[config.mk]
export PLATFORM = sky130hd
export DESIGN_NAME = maxnet_iter_scheduler_flat
export DESIGN_NICKNAME = d
export VERILOG_FILES = /design/src/rtl/maxnet_iter_scheduler_if.sv /design/src/rtl/maxnet_iter_scheduler.sv /design/src/flat_wrapper.sv
export SDC_FILE = /design/constraint.sdc
export NUM_CORES = 1
export LEC_CHECK = 0
export CORE_UTILIZATION = 40
export CTS_BUF_LIST = sky130_fd_sc_hd__clkbuf_8
export DETAILED_ROUTE_END_ITERATION = 12
export HOLD_SLACK_MARGIN = 0.03
export PLACE_DENSITY_LB_ADDON = 0.12
export SLEW_MARGIN = 10
export SYNTH_ARGS = -nofsm -noshare
export SYNTH_HDL_FRONTEND = slang
export SYNTH_SLANG_ARGS = --single-unit
[constraint.sdc]
create_clock -name i_clk -period 1.5 [get_ports i_clk]
set_input_delay 0.225 -clock i_clk [delete_from_list [all_inputs] [get_ports i_clk]]
set_output_delay 0.225 -clock i_clk [all_outputs]
set_load 0.02 [all_outputs]
[src/rtl/maxnet_iter_scheduler_if.sv]
// maxnet_iter_scheduler_if
//   Groups the control handshake between the Maxnet scheduler and its
//   surroundings: the start/finish handshake, the PLU launch/return pair,
//   the datapath write enables, and the convergence result.
//
//   Modports:
//     master - environment side: drives start, plu_done, plu_pos and
//              observes everything else.
//     slave  - scheduler side: consumes start, plu_done, plu_pos and
//              drives the strobes, the neuron index and the result fields.
//
//   Signals:
//     start       level request, honoured only while idle
//     plu_done    1-cycle pulse, PLU result for the issued neuron is ready
//     plu_pos     PLU result > 0, valid only with plu_done
//     start_plu   1-cycle PLU launch strobe
//     neuron_idx  neuron under update
//     we_prim     load primary inputs into the activation register
//     eps_reg_we  load the epsilon register
//     we_shadow   write the PLU result into shadow[neuron_idx]
//     we_a_reg    commit the shadow buffer to the activation register
//     busy        high whenever the scheduler is not idle
//     finish      1-cycle completion pulse
//     winner      index of the surviving neuron
//     win_valid   exactly one positive activation at convergence
//     timeout     run ended on the iteration limit
//     iter_cnt    number of committed iterations
interface maxnet_iter_scheduler_if #(
  parameter int IDX_W  = 2,
  parameter int ITER_W = 8
);
  logic              start;
  logic              plu_done;
  logic              plu_pos;
  logic              start_plu;
  logic [IDX_W-1:0]  neuron_idx;
  logic              we_prim;
  logic              eps_reg_we;
  logic              we_shadow;
  logic              we_a_reg;
  logic              busy;
  logic              finish;
  logic [IDX_W-1:0]  winner;
  logic              win_valid;
  logic              timeout;
  logic [ITER_W-1:0] iter_cnt;

  modport master (
    output start, plu_done, plu_pos,
    input  start_plu, neuron_idx, we_prim, eps_reg_we, we_shadow, we_a_reg,
    input  busy, finish, winner, win_valid, timeout, iter_cnt
  );

  modport slave (
    input  start, plu_done, plu_pos,
    output start_plu, neuron_idx, we_prim, eps_reg_we, we_shadow, we_a_reg,
    output busy, finish, winner, win_valid, timeout, iter_cnt
  );
endinterface

[src/rtl/maxnet_iter_scheduler.sv]
// maxnet_iter_scheduler
//   Time-multiplexes one shared neuron-update unit (PLU) across N Maxnet
//   neurons. Each iteration launches the PLU once per neuron in index
//   order, writes every result to a shadow buffer, then commits the buffer
//   to the activation register. Positive results are counted (saturating
//   at 2) so that convergence - at most one surviving neuron - can be
//   detected and the winner index reported.
//
//   Ports:
//     i_clk    rising-edge clock
//     i_rst_n  asynchronous active-low reset; aborts any run in progress
//     bus      maxnet_iter_scheduler_if.slave (handshake, strobes, result)
//
//   Optional feature macro: MAXNET_TIMEOUT_EN
//     defined   - a run that has not converged after MAX_ITER committed
//                 iterations ends with timeout=1.
//     undefined - iteration continues until convergence; timeout stays 0.
module maxnet_iter_scheduler #(
  parameter int N        = 4,
  parameter int IDX_W    = 2,
  parameter int ITER_W   = 8,
  parameter int MAX_ITER = 255
) (
  input logic                    i_clk,
  input logic                    i_rst_n,
  maxnet_iter_scheduler_if.slave bus
);

  typedef enum logic [2:0] {
    S_IDLE   = 3'd0,
    S_LOAD   = 3'd1,
    S_ISSUE  = 3'd2,
    S_WAIT   = 3'd3,
    S_COMMIT = 3'd4,
    S_CHECK  = 3'd5,
    S_DONE   = 3'd6
  } state_t;

  localparam logic [IDX_W-1:0] LAST_IDX = IDX_W'(N - 1);

  // Elaboration-time guard against inconsistent parameters.
  if (N < 2 || IDX_W != $clog2(N) || MAX_ITER < 1) begin : g_bad_params
    $error("maxnet_iter_scheduler: illegal N/IDX_W/MAX_ITER combination");
  end

  state_t            r_state;
  state_t            w_next;
  logic [IDX_W-1:0]  r_idx;
  logic [IDX_W-1:0]  r_last_pos;
  logic [IDX_W-1:0]  r_winner;
  logic [1:0]        r_pos_cnt;
  logic [ITER_W-1:0] r_iter_cnt;
  logic              r_win_valid;
  logic              r_timeout;

  logic w_start_plu;
  logic w_we_prim;
  logic w_eps_we;
  logic w_we_shadow;
  logic w_we_a_reg;
  logic w_finish;
  logic w_busy;
  logic w_limit_hit;

`ifdef MAXNET_TIMEOUT_EN
  // iter_cnt already includes the iteration just committed when CHECK runs.
  assign w_limit_hit = (r_iter_cnt == ITER_W'(MAX_ITER));
`else
  assign w_limit_hit = 1'b0;
`endif

  // State register.
  always_ff @(posedge i_clk or negedge i_rst_n) begin
    if (!i_rst_n) r_state <= S_IDLE;
    else          r_state <= w_next;
  end

  // Next-state and strobe decode. Only we_shadow looks at an input (Mealy);
  // the rest depend on the state alone. Unused encodings fall to IDLE
  // with every strobe low.
  always_comb begin
    w_next      = r_state;
    w_start_plu = 1'b0;
    w_we_prim   = 1'b0;
    w_eps_we    = 1'b0;
    w_we_shadow = 1'b0;
    w_we_a_reg  = 1'b0;
    w_finish    = 1'b0;
    w_busy      = 1'b0;
    case (r_state)
      S_IDLE: begin
        if (bus.start) w_next = S_LOAD;
      end
      S_LOAD: begin
        w_busy    = 1'b1;
        w_we_prim = 1'b1;
        w_eps_we  = 1'b1;
        w_next    = S_ISSUE;
      end
      S_ISSUE: begin
        w_busy      = 1'b1;
        w_start_plu = 1'b1;
        w_next      = S_WAIT;
      end
      S_WAIT: begin
        w_busy = 1'b1;
        if (bus.plu_done) begin
          w_we_shadow = 1'b1;
          w_next      = (r_idx == LAST_IDX) ? S_COMMIT : S_ISSUE;
        end
      end
      S_COMMIT: begin
        w_busy     = 1'b1;
        w_we_a_reg = 1'b1;
        w_next     = S_CHECK;
      end
      S_CHECK: begin
        w_busy = 1'b1;
        if (r_pos_cnt <= 2'd1 || w_limit_hit) w_next = S_DONE;
        else                                  w_next = S_ISSUE;
      end
      S_DONE: begin
        w_busy   = 1'b1;
        w_finish = 1'b1;
        w_next   = S_IDLE;
      end
      default: w_next = S_IDLE;
    endcase
  end

  // Neuron index, positive-result tally and result registers. The result
  // fields survive DONE and IDLE and are only cleared by the next LOAD.
  always_ff @(posedge i_clk or negedge i_rst_n) begin
    if (!i_rst_n) begin
      r_idx       <= '0;
      r_last_pos  <= '0;
      r_winner    <= '0;
      r_pos_cnt   <= '0;
      r_iter_cnt  <= '0;
      r_win_valid <= 1'b0;
      r_timeout   <= 1'b0;
    end else begin
      case (r_state)
        S_LOAD: begin
          r_idx       <= '0;
          r_pos_cnt   <= '0;
          r_iter_cnt  <= '0;
          r_winner    <= '0;
          r_win_valid <= 1'b0;
          r_timeout   <= 1'b0;
        end
        S_WAIT: begin
          if (bus.plu_done) begin
            if (bus.plu_pos) begin
              // Two positives already rule out convergence, so stop at 2.
              if (r_pos_cnt != 2'd2) r_pos_cnt <= r_pos_cnt + 2'd1;
              r_last_pos <= r_idx;
            end
            if (r_idx != LAST_IDX) r_idx <= r_idx + IDX_W'(1);
          end
        end
        S_COMMIT: begin
          if (r_iter_cnt != '1) r_iter_cnt <= r_iter_cnt + ITER_W'(1);
        end
        S_CHECK: begin
          if (r_pos_cnt <= 2'd1) begin
            // last_pos is not cleared between iterations, so only trust it
            // when this iteration produced exactly one positive.
            r_win_valid <= (r_pos_cnt == 2'd1);
            r_winner    <= (r_pos_cnt == 2'd1) ? r_last_pos : '0;
          end else if (w_limit_hit) begin
            r_timeout   <= 1'b1;
            r_win_valid <= 1'b0;
          end else begin
            r_pos_cnt <= '0;
            r_idx     <= '0;
          end
        end
        default: ;
      endcase
    end
  end

  assign bus.start_plu  = w_start_plu;
  assign bus.neuron_idx = r_idx;
  assign bus.we_prim    = w_we_prim;
  assign bus.eps_reg_we = w_eps_we;
  assign bus.we_shadow  = w_we_shadow;
  assign bus.we_a_reg   = w_we_a_reg;
  assign bus.busy       = w_busy;
  assign bus.finish     = w_finish;
  assign bus.winner     = r_winner;
  assign bus.win_valid  = r_win_valid;
  assign bus.timeout    = r_timeout;
  assign bus.iter_cnt   = r_iter_cnt;

endmodule

[src/flat_wrapper.sv]
// flat-port wrapper written by rule: the top's interface ports become plain ports
module maxnet_iter_scheduler_flat 
#(
  parameter int N        = 4,
  parameter int IDX_W    = 2,
  parameter int ITER_W   = 8,
  parameter int MAX_ITER = 255
)
  (i_clk, i_rst_n, bus_start, bus_plu_done, bus_plu_pos, bus_start_plu, bus_neuron_idx, bus_we_prim, bus_eps_reg_we, bus_we_shadow, bus_we_a_reg, bus_busy, bus_finish, bus_winner, bus_win_valid, bus_timeout, bus_iter_cnt);
  maxnet_iter_scheduler_if #(.IDX_W(IDX_W), .ITER_W(ITER_W)) bus_i ();
  input logic i_clk;
  input logic i_rst_n;
  input wire logic [$bits(bus_i.start)-1:0] bus_start;
  input wire logic [$bits(bus_i.plu_done)-1:0] bus_plu_done;
  input wire logic [$bits(bus_i.plu_pos)-1:0] bus_plu_pos;
  output wire logic [$bits(bus_i.start_plu)-1:0] bus_start_plu;
  output wire logic [$bits(bus_i.neuron_idx)-1:0] bus_neuron_idx;
  output wire logic [$bits(bus_i.we_prim)-1:0] bus_we_prim;
  output wire logic [$bits(bus_i.eps_reg_we)-1:0] bus_eps_reg_we;
  output wire logic [$bits(bus_i.we_shadow)-1:0] bus_we_shadow;
  output wire logic [$bits(bus_i.we_a_reg)-1:0] bus_we_a_reg;
  output wire logic [$bits(bus_i.busy)-1:0] bus_busy;
  output wire logic [$bits(bus_i.finish)-1:0] bus_finish;
  output wire logic [$bits(bus_i.winner)-1:0] bus_winner;
  output wire logic [$bits(bus_i.win_valid)-1:0] bus_win_valid;
  output wire logic [$bits(bus_i.timeout)-1:0] bus_timeout;
  output wire logic [$bits(bus_i.iter_cnt)-1:0] bus_iter_cnt;
  assign bus_i.start = bus_start;
  assign bus_i.plu_done = bus_plu_done;
  assign bus_i.plu_pos = bus_plu_pos;
  assign bus_start_plu = bus_i.start_plu;
  assign bus_neuron_idx = bus_i.neuron_idx;
  assign bus_we_prim = bus_i.we_prim;
  assign bus_eps_reg_we = bus_i.eps_reg_we;
  assign bus_we_shadow = bus_i.we_shadow;
  assign bus_we_a_reg = bus_i.we_a_reg;
  assign bus_busy = bus_i.busy;
  assign bus_finish = bus_i.finish;
  assign bus_winner = bus_i.winner;
  assign bus_win_valid = bus_i.win_valid;
  assign bus_timeout = bus_i.timeout;
  assign bus_iter_cnt = bus_i.iter_cnt;
  maxnet_iter_scheduler #(.N(N), .IDX_W(IDX_W), .ITER_W(ITER_W), .MAX_ITER(MAX_ITER)) u_core (.i_clk(i_clk), .i_rst_n(i_rst_n), .bus(bus_i));
endmodule
Word-level counts from Yosys, hierarchy flattened
Index checks and enable logic that the tools add are counted.
Widths: inputs -> output; s select.
{"block": "word_totals", "reg_bits": 20, "inputBits": 5, "output_inout_bits": 21, "word_cells": 68}
{"block": "classes", "addsub": 3, "magnitude_cmp": 1, "eq_ne": 19, "muxes": 27, "reduce_logical": 11}
{"op": "$pmux 3 s6", "n": 1}
{"op": "$mux 2", "n": 8}
{"op": "$pmux 8 s2", "n": 1}
{"op": "$mux 3", "n": 4}
{"op": "$ne 2x2->1 const B", "n": 6}
{"op": "$pmux 2 s3", "n": 2}
{"op": "$eq 3x3->1 const B", "n": 3}
{"op": "$add 8x1->8 const B", "n": 1}
{"op": "$mux 1", "n": 8}
{"op": "$mux 8", "n": 1}
{"op": "$ne 2x1->1 const B", "n": 4}
{"op": "$ne 8x8->1 const B", "n": 1}
{"op": "$eq 3x2->1 const B", "n": 2}
{"op": "$reduce_and 2->1", "n": 3}
{"op": "$reduce_or 6->1", "n": 1}
{"op": "$reduce_and 5->1", "n": 1}
{"op": "$add 2x1->2 const B", "n": 2}
{"op": "$pmux 2 s2", "n": 1}
{"op": "$reduce_and 4->1", "n": 1}
{"op": "$reduce_bool 2->1", "n": 2}
{"op": "$eq 3x1->1 const B", "n": 1}
{"op": "$logic_not 3->1", "n": 1}
{"op": "$reduce_and 3->1", "n": 1}
{"op": "$reduce_bool 3->1", "n": 1}
{"op": "4 further kinds", "n": 4}

Depth between registers and ports, before layout
Gate-level depths: netlist of run 1.
{"block": "logic_depth", "word_depth": 5, "mapped_depth": 6, "depth_no_buf": 6}

Worst setup path before layout of run 1
Ideal clock, no wire load.
{"block": "synth_path", "path_kind": "flip-flop to output port", "start": "register u_core.r_state[1]", "end": "output port bus_we_prim", "t_arrival_ns": 1.341, "t_required_ns": 1.275, "setup_slack_ns": -0.066, "stages_incl_launch_ff": 5, "path_buffers": 2, "cell_sequence": "dfrtp_1 -> nand2b_1 -> buf_2 -> nor2_1 -> buf_4"}
{"block": "synth_via", "elab_chain_cells": 2}
{"item": "start, declared", "line": "maxnet_iter_scheduler.sv:46", "text": "state_t r_state;"}
{"item": "start signal, assigned", "line": "maxnet_iter_scheduler.sv:75", "text": "else r_state <= w_next;"}
{"item": "$eq 3x1->1"}
{"item": "$mux 1"}
{"item": "end, declared", "line": "flat_wrapper.sv:18", "text": "output wire logic [$bits(bus_i.we_prim)-1:0] bus_we_prim;"}
No other way between the ends.

Worst setup path in the final report of run 1
{"block": "layout_path", "start": "register u_core.r_state[2]", "end": "output port bus_busy"}
{"block": "layout_via", "elab_chain_cells": 3, "elab_cells_between_ends": 8, "cone_classes": "6 x eq/ne; 1 x mux; 1 x reduce/logical"}
{"item": "$eq 3x3->1, or another cell as far along", "line": "maxnet_iter_scheduler.sv:90", "text": "case (r_state)"}
{"item": "$reduce_or 6->1 (no line) *"}
{"item": "$mux 1 *", "line": "maxnet_iter_scheduler.sv:90"}
{"item": "end, declared", "line": "flat_wrapper.sv:22", "text": "output wire logic [$bits(bus_i.busy)-1:0] bus_busy;"}
Mark *: on every way between the ends. The rest lies on a longest branch, timed or not.

==> run_summary.xml, run 1 <==
<?xml version="1.0" encoding="UTF-8"?>
<metrics>
  <group name="die">
    <metric name="ios" unit="">26</metric>
    <metric name="chipHeight" unit="um">56.6</metric>
    <metric name="row_count" unit="">19</metric>
    <metric name="initial_standard_cell_utilization_of_the_core" unit="%">42.9</metric>
    <metric name="core_region_area" unit="um2">2780</metric>
    <metric name="die_width" unit="um">56.6</metric>
    <metric name="fp.dieArea" unit="um2">3200</metric>
  </group>
  <group name="critical_path">
    <metric name="delay_of_the_slowest_critical_path_stage" unit="ns">0.43</metric>
    <metric name="r2r_end" unit="">u_core.r_last_pos[1]</metric>
    <metric name="rr_startpoint" unit="">u_core.r_state[0]</metric>
    <metric name="worst-path-max-fanout" unit="">6</metric>
    <metric name="timing.critical_path.arrival" unit="ns">1.27</metric>
    <metric name="cp_slowest_cell" unit="">sky130_fd_sc_hd__dfrtp_1</metric>
    <metric name="worst_reg2reg_path_length_in_cells" unit="">6</metric>
    <metric name="buffers_and_inverters_on_the_worst_path" unit="">2</metric>
    <metric name="worst-r2r-setup-slack" unit="ns">0.05</metric>
    <metric name="timing.critical_path.to_type" unit="">output pin</metric>
    <metric name="crit_chain" unit="">buf_4 &gt; nor3_1 &gt; nor2_1 &gt; buf_2</metric>
    <metric name="critPathKind" unit="">reg -&gt; out</metric>
    <metric name="timing.critical_path.required" unit="ns">1.27</metric>
    <metric name="cpLargestDelayFamily" unit="">flip-flops</metric>
    <metric name="worst_setup_path_start_kind" unit="">register</metric>
  </group>
  <group name="placed_design">
    <metric name="detailedPlace.worstSlack" unit="ns">-0.158</metric>
    <metric name="placed_cell_area" unit="um2">1620</metric>
    <metric name="portBuffers" unit="">24</metric>
    <metric name="routability_congestion" unit="">0.815</metric>
    <metric name="dp.final_hpwl" unit="um">2030</metric>
  </group>
  <group name="global_routing">
    <metric name="track_usage" unit="%">18.6</metric>
    <metric name="grt_antenna_before_repair" unit="">0</metric>
    <metric name="grt_overflow_total" unit="">0</metric>
    <metric name="grt_pass1_wl" unit="um">4770</metric>
    <metric name="first_global_vias" unit="">1056</metric>
    <metric name="largest_net_degree_at_the_start_of_global_routing" unit="">21</metric>
  </group>
  <group name="route">
    <metric name="routed_via_density" unit="">5.49</metric>
    <metric name="drc" unit="">0</metric>
    <metric name="postRouteWirelength" unit="um">2870</metric>
    <metric name="drt-met1-wl" unit="um">1500</metric>
    <metric name="met3_length" unit="um">97</metric>
    <metric name="drtPass1Iterations" unit="">4</metric>
    <metric name="drt_first_iter_violations" unit="">20</metric>
    <metric name="wire_length_per_cell_after_detailed_routing" unit="um">14.2</metric>
    <metric name="vias" unit="">1114</metric>
    <metric name="route.met2.wl" unit="um">1260</metric>
    <metric name="postRouteAntennaNets" unit="">0</metric>
    <metric name="top_signal_layer_used" unit="">met4</metric>
  </group>
  <group name="sta">
    <metric name="finalHoldViolCount" unit="">0</metric>
    <metric name="final.setup_skew" unit="ns">0.000703</metric>
    <metric name="final.setup.worst_slack" unit="ns">0.00761</metric>
    <metric name="final-setup-viol-count" unit="">0</metric>
    <metric name="timing.final.max_slew_violations" unit="">0</metric>
    <metric name="achievable-frequency" unit="MHz">670</metric>
    <metric name="layout_worst_path_cycle_share" unit="%">99.5</metric>
    <metric name="rsz0062_at_grt" unit="">true</metric>
    <metric name="period_needed" unit="ns">1.49</metric>
  </group>
  <group name="power_and_ir_drop">
    <metric name="clkPwrFrac" unit="%">13.3</metric>
    <metric name="p_sw" unit="W">0.00101</metric>
    <metric name="power.switching_fraction" unit="%">38.6</metric>
    <metric name="seq_power_share" unit="%">30.7</metric>
    <metric name="power_frac_comb" unit="%">55.9</metric>
    <metric name="max-vdd-ir-drop" unit="mV">1.13</metric>
    <metric name="intPower" unit="W">0.00161</metric>
    <metric name="power_density" unit="nW/um2">1540</metric>
    <metric name="leakage" unit="nW">0.875</metric>
  </group>
  <group name="yosys">
    <metric name="post_synth_instance_area" unit="um2">1190</metric>
    <metric name="synthDistinctLibCells" unit="">42</metric>
    <metric name="yosys_register_bits" unit="">20</metric>
    <metric name="number_of_warnings_reported_in_the_yosys_synthesis_log" unit="">0</metric>
    <metric name="synth_cells" unit="">124</metric>
    <metric name="syn_avg_cell_area" unit="um2">9.62</metric>
    <metric name="mappedNetlistNets" unit="">133</metric>
    <metric name="yosysSeqAreaShare" unit="%">42.0</metric>
  </group>
  <group name="clocking">
    <metric name="cts_tree" unit="">built</metric>
    <metric name="cts.htree.levels" unit="">1</metric>
    <metric name="cts-buffers-inserted" unit="">3</metric>
    <metric name="cts_hold_buffers_added" unit="">0</metric>
    <metric name="clock_tree_buf_depth" unit="">2</metric>
    <metric name="clock-sinks" unit="">20</metric>
    <metric name="cts-root-buf" unit="">sky130_fd_sc_hd__clkbuf_8</metric>
    <metric name="insertion_delay" unit="ns">0.25</metric>
    <metric name="cts.clk_slew.worst_paths" unit="ns">0.07</metric>
  </group>
  <group name="cells_and_area">
    <metric name="design.final.nets" unit="">183</metric>
    <metric name="layout.core_utilization" unit="%">61.3</metric>
    <metric name="finish.instance_area" unit="um2">1710</metric>
    <metric name="most_common_cell_after_layout_fill_and_taps_aside" unit="">sky130_fd_sc_hd__buf_4</metric>
    <metric name="areaGrowthSynthToFinish" unit="%">43.0</metric>
    <metric name="antenna_diode_count" unit="">0</metric>
    <metric name="layout_cell_share_with_drive_strength_beyond_1" unit="%">34.9</metric>
    <metric name="most-common-layout-cells" unit="">32 x sky130_fd_sc_hd__buf_4, 17 x sky130_fd_sc_hd__dfrtp_1, 10 x sky130_fd_sc_hd__dlygate4sd2_1</metric>
  </group>
  <group name="flow_run">
    <metric name="cap_viol_max_count" unit="">0</metric>
  </group>
  <group name="run_status">
    <metric name="status" unit="">finished clean</metric>
  </group>
  <group name="worst_hold_path">
    <metric name="min-delay-path-class" unit="">in -&gt; async</metric>
  </group>
</metrics>
[routing by layer]
metal / vias to the layer above / global-route usage [%]
li1: 548 / -
met1: 541 / 27.4
met2: 23 / 28.4
met3: 2 / 2.76
met4: 0 / 5.23
met5: - / 0
[synth_stat cells]
| cell type | instances | area share, % |
|---|---|---|
| sky130_fd_sc_hd__mux2_4 | 2 | 2.5 |
| sky130_fd_sc_hd__buf_2 | 5 | 2.1 |
| sky130_fd_sc_hd__nand4_1 | 2 | 1.0 |
| sky130_fd_sc_hd__nor2b_1 | 3 | 1.6 |
| sky130_fd_sc_hd__o21ba_2 | 1 | 0.84 |
| sky130_fd_sc_hd__o21a_1 | 3 | 1.9 |
| sky130_fd_sc_hd__a221oi_1 | 2 | 1.5 |
| sky130_fd_sc_hd__ha_1 | 4 | 4.2 |
| sky130_fd_sc_hd__a31oi_1 | 2 | 1.0 |
| sky130_fd_sc_hd__and2_1 | 1 | 0.52 |
| sky130_fd_sc_hd__nor3b_4 | 1 | 1.6 |
| sky130_fd_sc_hd__a41oi_1 | 1 | 0.73 |
| sky130_fd_sc_hd__nor3_1 | 4 | 1.7 |
| sky130_fd_sc_hd__conb_1 | 1 | 0.31 |
| sky130_fd_sc_hd__nor3b_1 | 1 | 0.63 |
| sky130_fd_sc_hd__nand2_2 | 2 | 1.0 |
| sky130_fd_sc_hd__nor2_1 | 9 | 2.8 |
| sky130_fd_sc_hd__buf_1 | 1 | 0.31 |
| sky130_fd_sc_hd__a211oi_1 | 1 | 0.63 |
| sky130_fd_sc_hd__mux2_2 | 1 | 0.94 |
| sky130_fd_sc_hd__a31o_2 | 1 | 0.73 |
| sky130_fd_sc_hd__nand3_1 | 4 | 1.7 |
| sky130_fd_sc_hd__a21o_1 | 6 | 3.8 |
| sky130_fd_sc_hd__o211ai_1 | 1 | 0.63 |
| sky130_fd_sc_hd__and3_1 | 3 | 1.6 |
| sky130_fd_sc_hd__clkbuf_1 | 1 | 0.31 |
| sky130_fd_sc_hd__buf_4 | 2 | 1.3 |
| sky130_fd_sc_hd__a32o_1 | 2 | 1.7 |
| sky130_fd_sc_hd__a22o_1 | 6 | 4.4 |
| sky130_fd_sc_hd__o221ai_1 | 1 | 0.73 |
| sky130_fd_sc_hd__and4_1 | 2 | 1.5 |
| sky130_fd_sc_hd__nand2_1 | 9 | 2.8 |
| sky130_fd_sc_hd__and3b_2 | 1 | 0.84 |
| sky130_fd_sc_hd__o21ai_0 | 5 | 2.1 |
| sky130_fd_sc_hd__nand3b_1 | 1 | 0.63 |
| sky130_fd_sc_hd__and2b_1 | 1 | 0.63 |
| sky130_fd_sc_hd__nand2b_1 | 2 | 1.0 |
| sky130_fd_sc_hd__inv_1 | 3 | 0.94 |
| sky130_fd_sc_hd__o32ai_1 | 1 | 0.73 |
| sky130_fd_sc_hd__dfrtp_1 | 20 | 42 |
| sky130_fd_sc_hd__a21oi_1 | 4 | 1.7 |
| sky130_fd_sc_hd__clkinv_2 | 1 | 0.42 |
[worst max-delay path by stage]
| stage | to | slack (ns) | from | cells after the start |
|---|---|---|---|---|
| 4_1_cts | bus_busy | 0.02 | u_core.r_state[2] | 4 |
| 6_report | bus_busy | 0.008 | u_core.r_state[2] | 4 |
| 3_3_place_gp | bus_we_shadow | -0.16 | bus_plu_done | 4 |
| 3_5_place_dp | bus_we_shadow | -0.16 | bus_plu_done | 4 |
| 5_1_grt | bus_busy | -0.04 | u_core.r_state[2] | 4 |
| 2_1_floorplan | u_core.bus.neuron_idx[0] | 0.03 | u_core.r_pos_cnt[1] | 5 |
[per-stage QoR]
step	hold WS [ns]	cells	TNS (ns)	total power, W
2_1_floorplan	-0.0706	124	0	0.00159
3_3_place_gp	0.515	196	-0.970	0.00220
3_5_place_dp	0.507	196	-1.05	0.00223
4_1_cts	0.318	200	0	0.00254
5_1_grt	0.338	203	-0.100	0.00281
6_report	0.308	203	0	0.00262
[logic make-up (layout without fill, tap and decap cells)]
| kind of cell | count (synthesis) | count (layout) | synth area share (%) |
|---|---|---|---|
| AND/OR/NAND/NOR | 46 | 46 | 21.6 |
| other | 1 | 1 | 0.314 |
| flip-flops | 20 | 20 | 42.0 |
| adder cells (fa/ha/maj) | 4 | 4 | 4.20 |
| AO/OA/AOI/OAI | 37 | 37 | 23.1 |
| multiplexers | 3 | 3 | 3.46 |
| buffers and inverters | 13 | 61 | 5.35 |
[power groups by stage]
stage / Combinational, W / Clock, W / Sequential [W]
after global placement: 0.00141 / 0 / 0.000794
after detailed placement: 0.00143 / 0 / 0.000800
after floorplan: 0.000774 / 0 / 0.000819
final: 0.00147 / 0.000350 / 0.000806
after global routing: 0.00160 / 0.000382 / 0.000831
after CTS: 0.00139 / 0.000361 / 0.000790
[state kept, by name, indices dropped and copies added, names as in the netlist]
signal,cells
u_core.bus.iter_cnt,8
u_core.r_state,3
u_core.bus.neuron_idx,2
u_core.bus.winner,2
u_core.r_last_pos,2
u_core.r_pos_cnt,2
u_core.bus.win_valid,1
[layout make-up]
cell class / count / area [um2]
timing repair buffer: 54 / 438
clock buffer: 3 / 41.3
tap: 31 / 38.8
multi-input combinational: 91 / 667
inverter: 4 / 16.3
sequential: 20 / 504
fill: 250 / 1080
[repair_timing]
item	4_1_cts	5_1_grt
hold endpoints to repair	0	0
pin swaps	0	2
buffers inserted	1	3
resized for setup	41	17
setup endpoints to repair	18	17
Power figures use the tool's default switching activity.
==> run 2: changes to the inputs <==
--- a/config.mk
+++ b/config.mk
@@ -5,7 +5,7 @@
 export SDC_FILE = /design/constraint.sdc
 export NUM_CORES = 1
 export LEC_CHECK = 0
-export CORE_UTILIZATION = 40
+export CORE_UTILIZATION = 30
 export CTS_BUF_LIST = sky130_fd_sc_hd__clkbuf_8
 export DETAILED_ROUTE_END_ITERATION = 12
 export HOLD_SLACK_MARGIN = 0.03
==> run_summary.xml, run 2 (synthesis results as in run 1) <==
<?xml version="1.0" encoding="UTF-8"?>
<metrics>
  <group name="clocking">
    <metric name="cts-buffers-inserted" unit="">3</metric>
    <metric name="clock_tree_buf_depth" unit="">2</metric>
    <metric name="cts_tree" unit="">built</metric>
    <metric name="clock-sinks" unit="">20</metric>
    <metric name="cts_hold_buffers_added" unit="">0</metric>
    <metric name="insertion_delay" unit="ns">0.26</metric>
    <metric name="cts-root-buf" unit="">sky130_fd_sc_hd__clkbuf_8</metric>
    <metric name="cts.clk_slew.worst_paths" unit="ns">0.08</metric>
    <metric name="cts.htree.levels" unit="">1</metric>
  </group>
  <group name="cells_and_area">
    <metric name="finish.instance_area" unit="um2">1840</metric>
    <metric name="most_common_cell_after_layout_fill_and_taps_aside" unit="">sky130_fd_sc_hd__buf_4</metric>
    <metric name="areaGrowthSynthToFinish" unit="%">54.4</metric>
    <metric name="antenna_diode_count" unit="">0</metric>
    <metric name="design.final.nets" unit="">187</metric>
    <metric name="largest_register_ff_count" unit="">8</metric>
    <metric name="layout_cell_share_with_drive_strength_beyond_1" unit="%">40.1</metric>
    <metric name="most-common-layout-cells" unit="">34 x sky130_fd_sc_hd__buf_4, 17 x sky130_fd_sc_hd__dfrtp_1, 10 x sky130_fd_sc_hd__dlygate4sd2_1</metric>
    <metric name="layout.core_utilization" unit="%">49.2</metric>
  </group>
  <group name="worst_hold_path">
    <metric name="min-delay-path-class" unit="">in -&gt; async</metric>
  </group>
  <group name="global_routing">
    <metric name="largest_net_degree_at_the_start_of_global_routing" unit="">21</metric>
    <metric name="grt_pass1_wl" unit="um">5110</metric>
    <metric name="grt_overflow_total" unit="">0</metric>
    <metric name="first_global_vias" unit="">1077</metric>
    <metric name="track_usage" unit="%">15.3</metric>
    <metric name="grt_antenna_before_repair" unit="">0</metric>
  </group>
  <group name="placed_design">
    <metric name="routability_congestion" unit="">0.816</metric>
    <metric name="portBuffers" unit="">24</metric>
    <metric name="dp.final_hpwl" unit="um">2200</metric>
    <metric name="placed_cell_area" unit="um2">1660</metric>
  </group>
  <group name="sta">
    <metric name="layout_worst_path_cycle_share" unit="%">97.9</metric>
    <metric name="achievable-frequency" unit="MHz">681</metric>
    <metric name="final.setup_skew" unit="ns">0.00176</metric>
    <metric name="hold_slack_final" unit="ns">0.312</metric>
    <metric name="timing.final.max_slew_violations" unit="">0</metric>
    <metric name="final-setup-viol-count" unit="">0</metric>
    <metric name="rsz0062_at_grt" unit="">true</metric>
    <metric name="period_needed" unit="ns">1.47</metric>
    <metric name="finalHoldViolCount" unit="">0</metric>
  </group>
  <group name="route">
    <metric name="postRouteAntennaNets" unit="">0</metric>
    <metric name="drtPass1Iterations" unit="">4</metric>
    <metric name="postRouteWirelength" unit="um">3040</metric>
    <metric name="wire_length_per_cell_after_detailed_routing" unit="um">13.5</metric>
    <metric name="drc" unit="">0</metric>
    <metric name="routed_via_density" unit="">4.88</metric>
    <metric name="vias" unit="">1099</metric>
    <metric name="drt_first_iter_violations" unit="">44</metric>
  </group>
  <group name="power_and_ir_drop">
    <metric name="max-vdd-ir-drop" unit="mV">0.975</metric>
    <metric name="p_sw" unit="W">0.00106</metric>
    <metric name="clkPwrFrac" unit="%">18.6</metric>
    <metric name="power_density" unit="nW/um2">1590</metric>
    <metric name="leakage" unit="nW">0.960</metric>
    <metric name="power.switching_fraction" unit="%">36.1</metric>
    <metric name="seq_power_share" unit="%">27.8</metric>
    <metric name="intPower" unit="W">0.00187</metric>
    <metric name="power_frac_comb" unit="%">53.7</metric>
  </group>
  <group name="critical_path">
    <metric name="timing.critical_path.arrival" unit="ns">1.24</metric>
    <metric name="timing.critical_path.to_type" unit="">output pin</metric>
    <metric name="worst-path-max-fanout" unit="">8</metric>
    <metric name="critPathKind" unit="">reg -&gt; out</metric>
    <metric name="worst_setup_path_start_kind" unit="">register</metric>
    <metric name="timing.critical_path.required" unit="ns">1.27</metric>
  </group>
  <group name="die">
    <metric name="initial_standard_cell_utilization_of_the_core" unit="%">31.9</metric>
    <metric name="core_region_area" unit="um2">3740</metric>
    <metric name="chipHeight" unit="um">65.0</metric>
    <metric name="fp.dieArea" unit="um2">4230</metric>
    <metric name="ios" unit="">26</metric>
    <metric name="die_width" unit="um">65.0</metric>
    <metric name="row_count" unit="">22</metric>
  </group>
  <group name="run_status">
    <metric name="status" unit="">finished clean</metric>
  </group>
  <group name="flow_run">
    <metric name="cap_viol_max_count" unit="">0</metric>
  </group>
</metrics>
run 2: critical path, stage by stage (launching register included):
cell                      delay (ns)
sky130_fd_sc_hd__dfrtp_2        0.47
sky130_fd_sc_hd__buf_6          0.14
sky130_fd_sc_hd__nor3b_4        0.23
sky130_fd_sc_hd__buf_6          0.15
run 2: worst paths after layout:
| kind | from | endpoint | slack (ns) | depth (start not counted) |
|---|---|---|---|---|
| setup / recovery | u_core.r_state[0] | bus_we_a_reg | 0.03 | 3 |
| hold / removal | i_rst_n | u_core.bus.iter_cnt[1] | 0.31 | 2 |
| setup reg to reg | u_core.r_state[0] | u_core.bus.winner[0] | 0.03 | 5 |
| hold reg to reg | u_core.bus.winner[1] | u_core.bus.winner[1] | 0.53 | 1 |
| max in group asynchronous | i_rst_n | u_core.r_state[2] | 0.96 | 2 |
| min in group i_clk | u_core.bus.winner[1] | u_core.bus.winner[1] | 0.53 | 1 |
run 2: layout make-up:
cell class                 instances  area, um2
fill                             377       1900
multi-input combinational         91        702
clock buffer                       3       41.3
timing repair buffer              58        487
inverter                           4       16.3
sequential                        20        504
tap                               48       60.1
clock inverter                     1       30.0
run 2: through the flow:
stage	std cells	TNS [ns]	setup WS [ns]	power, W
global placement	215	-1.30	-0.175	0.00225
global route	225	-0.232	-0.0553	0.00315
finish	225	0	0.0311	0.00293
detailed placement	215	-1.49	-0.198	0.00228
CTS	221	0	0.00300	0.00281
floorplan	124	0	0.0301	0.00159
run 2: power groups by stage:
stage	Sequential, W	Clock, W	Combinational (W)
global route	0.000847	0.000579	0.00172
detailed placement	0.000821	0	0.00146
finish	0.000813	0.000544	0.00157
global placement	0.000812	0	0.00144
CTS	0.000809	0.000558	0.00144
floorplan	0.000819	0	0.000774
run 2: timing repair:
| action | 4_1_cts | 5_1_grt |
|---|---|---|
| buffers inserted | 2 | 4 |
| setup endpoints to repair | 25 | 20 |
| resized for setup | 43 | 29 |
| pin swaps | 0 | 7 |
run 2: metal layers:
| layer | global-route usage [%] | vias up | part of all wire [%] | wire length [um] |
|---|---|---|---|---|
| met2 | 23.3 | 18 | 44 | 1340 |
| met4 | 4.08 | 0 | 0.66 | 20 |
| li1 | - | 558 | - | - |
| met3 | 2.11 | 2 | 3.0 | 92 |
| met5 | 0 | - | 0 | 0 |
| met1 | 22.6 | 521 | 52 | 1580 |
